### config.mk
export PLATFORM = sky130hd
export DESIGN_NAME = sysarray_ctrl
export DESIGN_NICKNAME = d
export VERILOG_FILES = /design/src/rtl/sysarray_pkg.sv /design/src/rtl/sysarray_vld_mask.sv /design/src/rtl/sysarray_ctrl.sv
export SDC_FILE = /design/constraint.sdc
export NUM_CORES = 1
export LEC_CHECK = 0
export CAP_MARGIN = 40
export CORE_MARGIN = 3
export CORE_UTILIZATION = 55
export CTS_BUF_LIST = sky130_fd_sc_hd__clkbuf_8
export DETAILED_ROUTE_END_ITERATION = 10
export PLACE_DENSITY = 0.77
export SYNTH_ARGS = -nofsm -noshare
export SYNTH_HDL_FRONTEND = slang
export SYNTH_HIERARCHICAL = 1
export SYNTH_SLANG_ARGS = --single-unit
### constraint.sdc
create_clock -name clock -period 3 [get_ports clock]
set_input_delay 0.3 -clock clock [delete_from_list [all_inputs] [get_ports clock]]
set_output_delay 0.3 -clock clock [all_outputs]
set_load 0.05 [all_outputs]
### src/rtl/sysarray_pkg.sv
// Shared encodings and defaults for the systolic-array sequencer.
// Imported by the controller and its valid-mask generator.
package sysarray_pkg;

    localparam int N_DEF  = 4;
    localparam int KW_DEF = 8;

    // Skew drain: 1 read latency + 2(N-1) skew + 1 PE register.
    function automatic int drain_len(input int n);
        return 2 * n;
    endfunction

    localparam int DRAIN = drain_len(N_DEF);

    localparam logic [1:0] ST_IDLE  = 2'd0;
    localparam logic [1:0] ST_CLEAR = 2'd1;
    localparam logic [1:0] ST_RUN   = 2'd2;
    localparam logic [1:0] ST_DONE  = 2'd3;

endpackage

### src/rtl/sysarray_vld_mask.sv
// Valid window per skewed lane: lane i carries data while i+1 <= cnt < i+1+k.
// One instance serves rows, another columns; the formula is identical.
module sysarray_vld_mask
    import sysarray_pkg::*;
#(
    parameter int N  = N_DEF,
    parameter int KW = KW_DEF
) (
    input  logic [KW:0]   cnt,
    input  logic [KW-1:0] k_reg,
    input  logic          en,
    input  logic          hold,
    output logic [N-1:0]  vld
);

    logic [KW+1:0] cnt_x;
    logic [KW+1:0] k_x;

    assign cnt_x = {1'b0, cnt};
    assign k_x   = {2'b00, k_reg};

    for (genvar i = 0; i < N; i++) begin : g_lane
        localparam logic [KW+1:0] LO = (KW+2)'(i + 1);
        logic [KW+1:0] hi;
        assign hi     = k_x + LO;
        assign vld[i] = en && !hold && (cnt_x >= LO) && (cnt_x < hi);
    end

endmodule

### src/rtl/sysarray_ctrl.sv
// Sequencer for the NxN output-stationary systolic array: clear, stream K
// operand addresses, drain the skew, then pulse done.
module sysarray_ctrl
    import sysarray_pkg::*;
#(
    parameter int N  = N_DEF,
    parameter int KW = KW_DEF
) (
    input  logic          clock,
    input  logic          rst_n,
    input  logic          start,
    input  logic [KW-1:0] k_len,
    input  logic          hold,
    input  logic          abort,
    output logic          busy,
    output logic          done,
    output logic          acc_clr,
    output logic          array_en,
    output logic          rd_en,
    output logic [KW-1:0] rd_addr,
    output logic [N-1:0]  row_vld,
    output logic [N-1:0]  col_vld
);

    // Final advancing cycle is cnt == k + 2N - 1.
    localparam logic [KW:0] LAST_OFS = (KW+1)'(drain_len(N) - 1);

    logic [1:0]    state;
    logic [1:0]    state_nxt;
    logic [KW:0]   cnt;
    logic [KW-1:0] k_reg;
    logic          in_run;
    logic          adv;
    logic          last;

    assign in_run = (state == ST_RUN);
    assign adv    = in_run && !hold;
    assign last   = adv && (cnt == ({1'b0, k_reg} + LAST_OFS));

    always_comb begin
        state_nxt = state;
        case (state)
            ST_IDLE: begin
                if (start) state_nxt = ST_CLEAR;
            end
            ST_CLEAR: begin
                if (abort)              state_nxt = ST_IDLE;
                else if (k_reg == '0)   state_nxt = ST_DONE;
                else                    state_nxt = ST_RUN;
            end
            ST_RUN: begin
                if (abort)      state_nxt = ST_IDLE;
                else if (last)  state_nxt = ST_DONE;
            end
            default: state_nxt = ST_IDLE;
        endcase
    end

    always_ff @(posedge clock or negedge rst_n) begin
        if (!rst_n) begin
            state <= ST_IDLE;
            cnt   <= '0;
            k_reg <= '0;
        end else begin
            state <= state_nxt;
            if (state == ST_IDLE && start) k_reg <= k_len;
            if (!in_run)  cnt <= '0;
            else if (adv) cnt <= cnt + 1'b1;
        end
    end

    // Outputs decode registered state/cnt plus hold only.
    assign busy     = (state != ST_IDLE);
    assign done     = (state == ST_DONE);
    assign acc_clr  = (state == ST_CLEAR);
    assign array_en = adv;
    assign rd_en    = adv && (cnt < {1'b0, k_reg});
    assign rd_addr  = rd_en ? cnt[KW-1:0] : '0;

    sysarray_vld_mask #(.N(N), .KW(KW)) u_row_mask (
        .cnt   (cnt),
        .k_reg (k_reg),
        .en    (in_run),
        .hold  (hold),
        .vld   (row_vld)
    );

    sysarray_vld_mask #(.N(N), .KW(KW)) u_col_mask (
        .cnt   (cnt),
        .k_reg (k_reg),
        .en    (in_run),
        .hold  (hold),
        .vld   (col_vld)
    );

endmodule

==> results by group, run 1 <==
Yosys
  • Top cells by area, synth: ha_1 29%, dfrtp_1 13%, xor2_1 7.5%, xnor2_1 5.3%, nand2_1 4.5%
  • Number of distinct library cells after synthesis: 50
  • Mapped cell area: 0.00363 mm2
  • Syn Nets: about 540
  • Synth Register Bits: 19
  • Dominant cell type by area after synthesis: ha_1
  • Yosys top cell area share: approximately 29%
  • Synth Area in Compound Gates: between 10% and 20%
  • Main combinational cell family by area after synthesis: adder cells
  • Post-Synth Adder-Cell Area: a little under 30%
  • Post-synth top cells: 84 x ha_1, 43 x nand2_1, 31 x xor2_1
  • Synth warn: 6
  • EDFF count, synth: 0
  • Syn Inst Count: roughly 450
  • Mean Syn Cell Area: 8.11 um2
  • Fraction of the mapped netlist area in simple logic gates: 21.6%
  • Sequential element share of the synthesized area: 13.1%
  • Mux share of post-synthesis cell area: 0.552%
  • Cell with the most instances after synthesis: ha_1
  • Asr flop ratio synth: 100%
  • Ys flop type: dfrtp_1
  • Synth Area in XOR/XNOR: between 10% and 20%

Place
  • DP Area: 0.00440 mm2
  • RD Place Congestion: 0.914
  • Post-detail-place hpwl: around 7700 um
  • Port Buffers: 33
  • Dpl cells: about 570

Min path
  • Hold Path Class: primary input to asynchronous set/reset pin

Setup path
  • CP startpoint kind: flop
  • Critical-path maximum fanout: 6
  • Reg-to-reg setup timing slack: 0.67 ns
  • Critical Path RT: around 2.7 ns
  • Crit path DAT: 2.78 ns
  • Setup CP Type: flop to output pin
  • CP Capture Type: output pin

Floorplan
  • Die X: 87.2 um
  • Core Rows: 28
  • Die H: a little under 90 um
  • Starting density of the core: approximately 59%
  • Die area: 0.00760 mm2
  • Core area: between 0.006 and 0.007 mm2
  • Top-level port count: 34

Global route
  • Antenna violations before repair: 0
  • Largest net degree at the start of global routing: 20
  • First-pass GRT wire length: 17,100 um
  • Vias in the first global route: approximately 3,600
  • Grt total ovfl: 0
  • Tot GR Track Use: ~28%

Route
  • Iteration-0 DRC Markers: 350
  • Drt pass-1 iters: 4
  • Routed Wire Length: approximately 12,000 um
  • Antenna-violating nets left: 0
  • Routed vias/inst: around 6.5
  • WL per Instance: 20.2 um
  • DRC errors left: 0
  • Via total after detailed routing: 3,840

Layout
  • Final std cells w/o fill: ~600
  • Layout Nets: ~610
  • Fraction of layout cells with a size suffix above 1: between 20% and 30%
  • Max reg flops: 9
  • Number of diodes: 0
  • Synth-to-Final Area Change: 35.1%
  • Design Area, Final: between 0.004 and 0.005 mm2

STA
  • Final setup vio count: 5
  • Slew @ Worst Pin: approximately 0.89 ns
  • Achievable Freq: 0.324 GHz
  • Fin worst setup slack: -0.0835 ns
  • RSZ-0062 raised after global routing: yes
  • Post-route minimum period: just over 3 ns
  • Clock skew: between 0.002 and 0.003 ns
  • Final Cycle Share: 103%
  • Final Max Tran Viols: 0
  • Worst slew margin: 40.4%
  • Final hold vios: 0

Clock tree
  • Htree depth: 1
  • Clock Path Buffers: 2
  • Worst-path clk slew: 0.07 ns
  • CTS tree: done
  • Num CTS Buffers: 3
  • Clock sink total: 19
  • CTS hold repair buffers: 0
  • Clk_lat worst skew: ~0.26 ns
  • Clock root buffer master: clkbuf_8

Pwr
  • Leakage power: about 2.2 nW
  • Worst VDD drop: between 0.4 and 0.5 mV
  • Final Power: a little over 0.002 W
  • PwrDens: 412 mW/mm2

Run status
  • Failing checks: negative setup slack
  • Status: finished, violations left

Job
  • Max Cap Violations: 0
[where the power goes]
group / leakage [nW] / total, W / internal, W / switching (W)
combinational: 1.94 / 0.00144 / 0.000654 / 0.000788
clock: 0.0269 / 0.000175 / 0.0000910 / 0.0000837
sequential: 0.242 / 0.000401 / 0.000292 / 0.000110
[area by class of cell]
| class | instances | area [um2] |
|---|---|---|
| clock buffer | 3 | 41.3 |
| sequential | 19 | 484 |
| fill | 390 | 1270 |
| inverter | 26 | 97.6 |
| tap | 75 | 93.8 |
| clock inverter | 1 | 3.75 |
| multi-input combinational | 387 | 3330 |
| timing repair buffer | 78 | 848 |
[metal layers]
| layer | global-route usage, % | vias up | part of all wire (%) |
|---|---|---|---|
| li1 | - | 1742 | - |
| met1 | 34.0 | 1839 | 39 |
| met2 | 51.2 | 216 | 50 |
| met3 | 2.84 | 43 | 6.9 |
| met4 | 8.93 | 0 | 3.2 |
| met5 | 0 | - | 0 |
[what timing repair did]
action / 4_1_cts / 5_1_grt
pin swaps: 9 / 27
buffers inserted: 9 / 10
hold endpoints to repair: 0 / 0
endpoints found under the setup margin: 13 / 15
gates resized for setup: 22 / 47
[cells in the final DEF, fill, tap and decap left out, types with 3 or more instances in the layout]
| cell | n |
|---|---|
| buf_6 | 4 |
| nor3_1 | 10 |
| nor3b_2 | 6 |
| nand2_1 | 43 |
| nand4_1 | 8 |
| clkdlybuf4s50_1 | 16 |
| a211o_1 | 6 |
| buf_4 | 41 |
| xnor2_1 | 21 |
| nor2_1 | 26 |
| nor2_2 | 4 |
| a211oi_1 | 4 |
| clkbuf_8 | 3 |
| o211ai_1 | 8 |
| nand3_1 | 5 |
| a21oi_1 | 20 |
| buf_12 | 16 |
| ha_4 | 9 |
| nor2b_1 | 9 |
| a21oi_2 | 5 |
| a211oi_2 | 5 |
| a21oi_4 | 3 |
| inv_1 | 26 |
| o21a_1 | 3 |
| nor4_1 | 3 |
| nand2b_1 | 5 |
| o21bai_1 | 4 |
| dfrtp_2 | 7 |
| ha_1 | 74 |
| o21ai_0 | 17 |
| a21o_1 | 8 |
| and4_1 | 3 |
| and3_4 | 4 |
| dfrtp_1 | 12 |
| xor2_1 | 31 |
[final timing paths]
check / from / to / depth (start not counted)
max: k_reg[2]$_DFFE_PN0P_ / row_vld[2] / 10
min: rst_n / cnt[1]$_DFFE_PN0P_ / 1
max reg2reg: k_reg[0]$_DFFE_PN0P_ / state[0]$_DFFE_PN0P_ / 8
min reg2reg: cnt[6]$_DFFE_PN0P_ / cnt[6]$_DFFE_PN0P_ / 2
max in group asynchronous: rst_n / k_reg[2]$_DFFE_PN0P_ / 1
min in group clock: k_len[6] / k_reg[6]$_DFFE_PN0P_ / 3
[kinds of logic after synthesis]
group | count (synthesis)
simple gates | 149
compound gates | 98
fa+ha+maj | 84
xor+xnor | 54
buf+inv | 41
flops | 19
mux | 2
[per-stage QoR]
stage | TNS, ns | worst slack (ns) | hold slack, ns | util, %
after floorplan | -1.32 | -0.186 | 0.00441 | -
after global placement | 0 | 0.158 | 0.654 | 71.3
after detailed placement | 0 | 0.0874 | 0.662 | 71.3
after CTS | -0.00469 | -0.00469 | 0.539 | 74.3
after global routing | -1.09 | -0.144 | 0.585 | 79.4
final | -0.206 | -0.0835 | 0.523 | 79.4
[critical path, stage by stage, from the launching register on]
cell,delay (ns)
dfrtp_2,0.51
buf_6,0.17
ha_4,0.16
a21oi_4,0.19
nor2_2,0.07
xnor2_1,0.13
ha_1,0.31
and4_1,0.22
a211o_1,0.33
nor4b_4,0.27
buf_12,0.17
No activity file was read; power rests on OpenSTA's default activity.
==> run 2: changes to the inputs <==
Settings changed: ABC_AREA set to 0.
==> results of run 2 <==
Same layout as run 1: the final DEF is identical, and so are final timing and power.
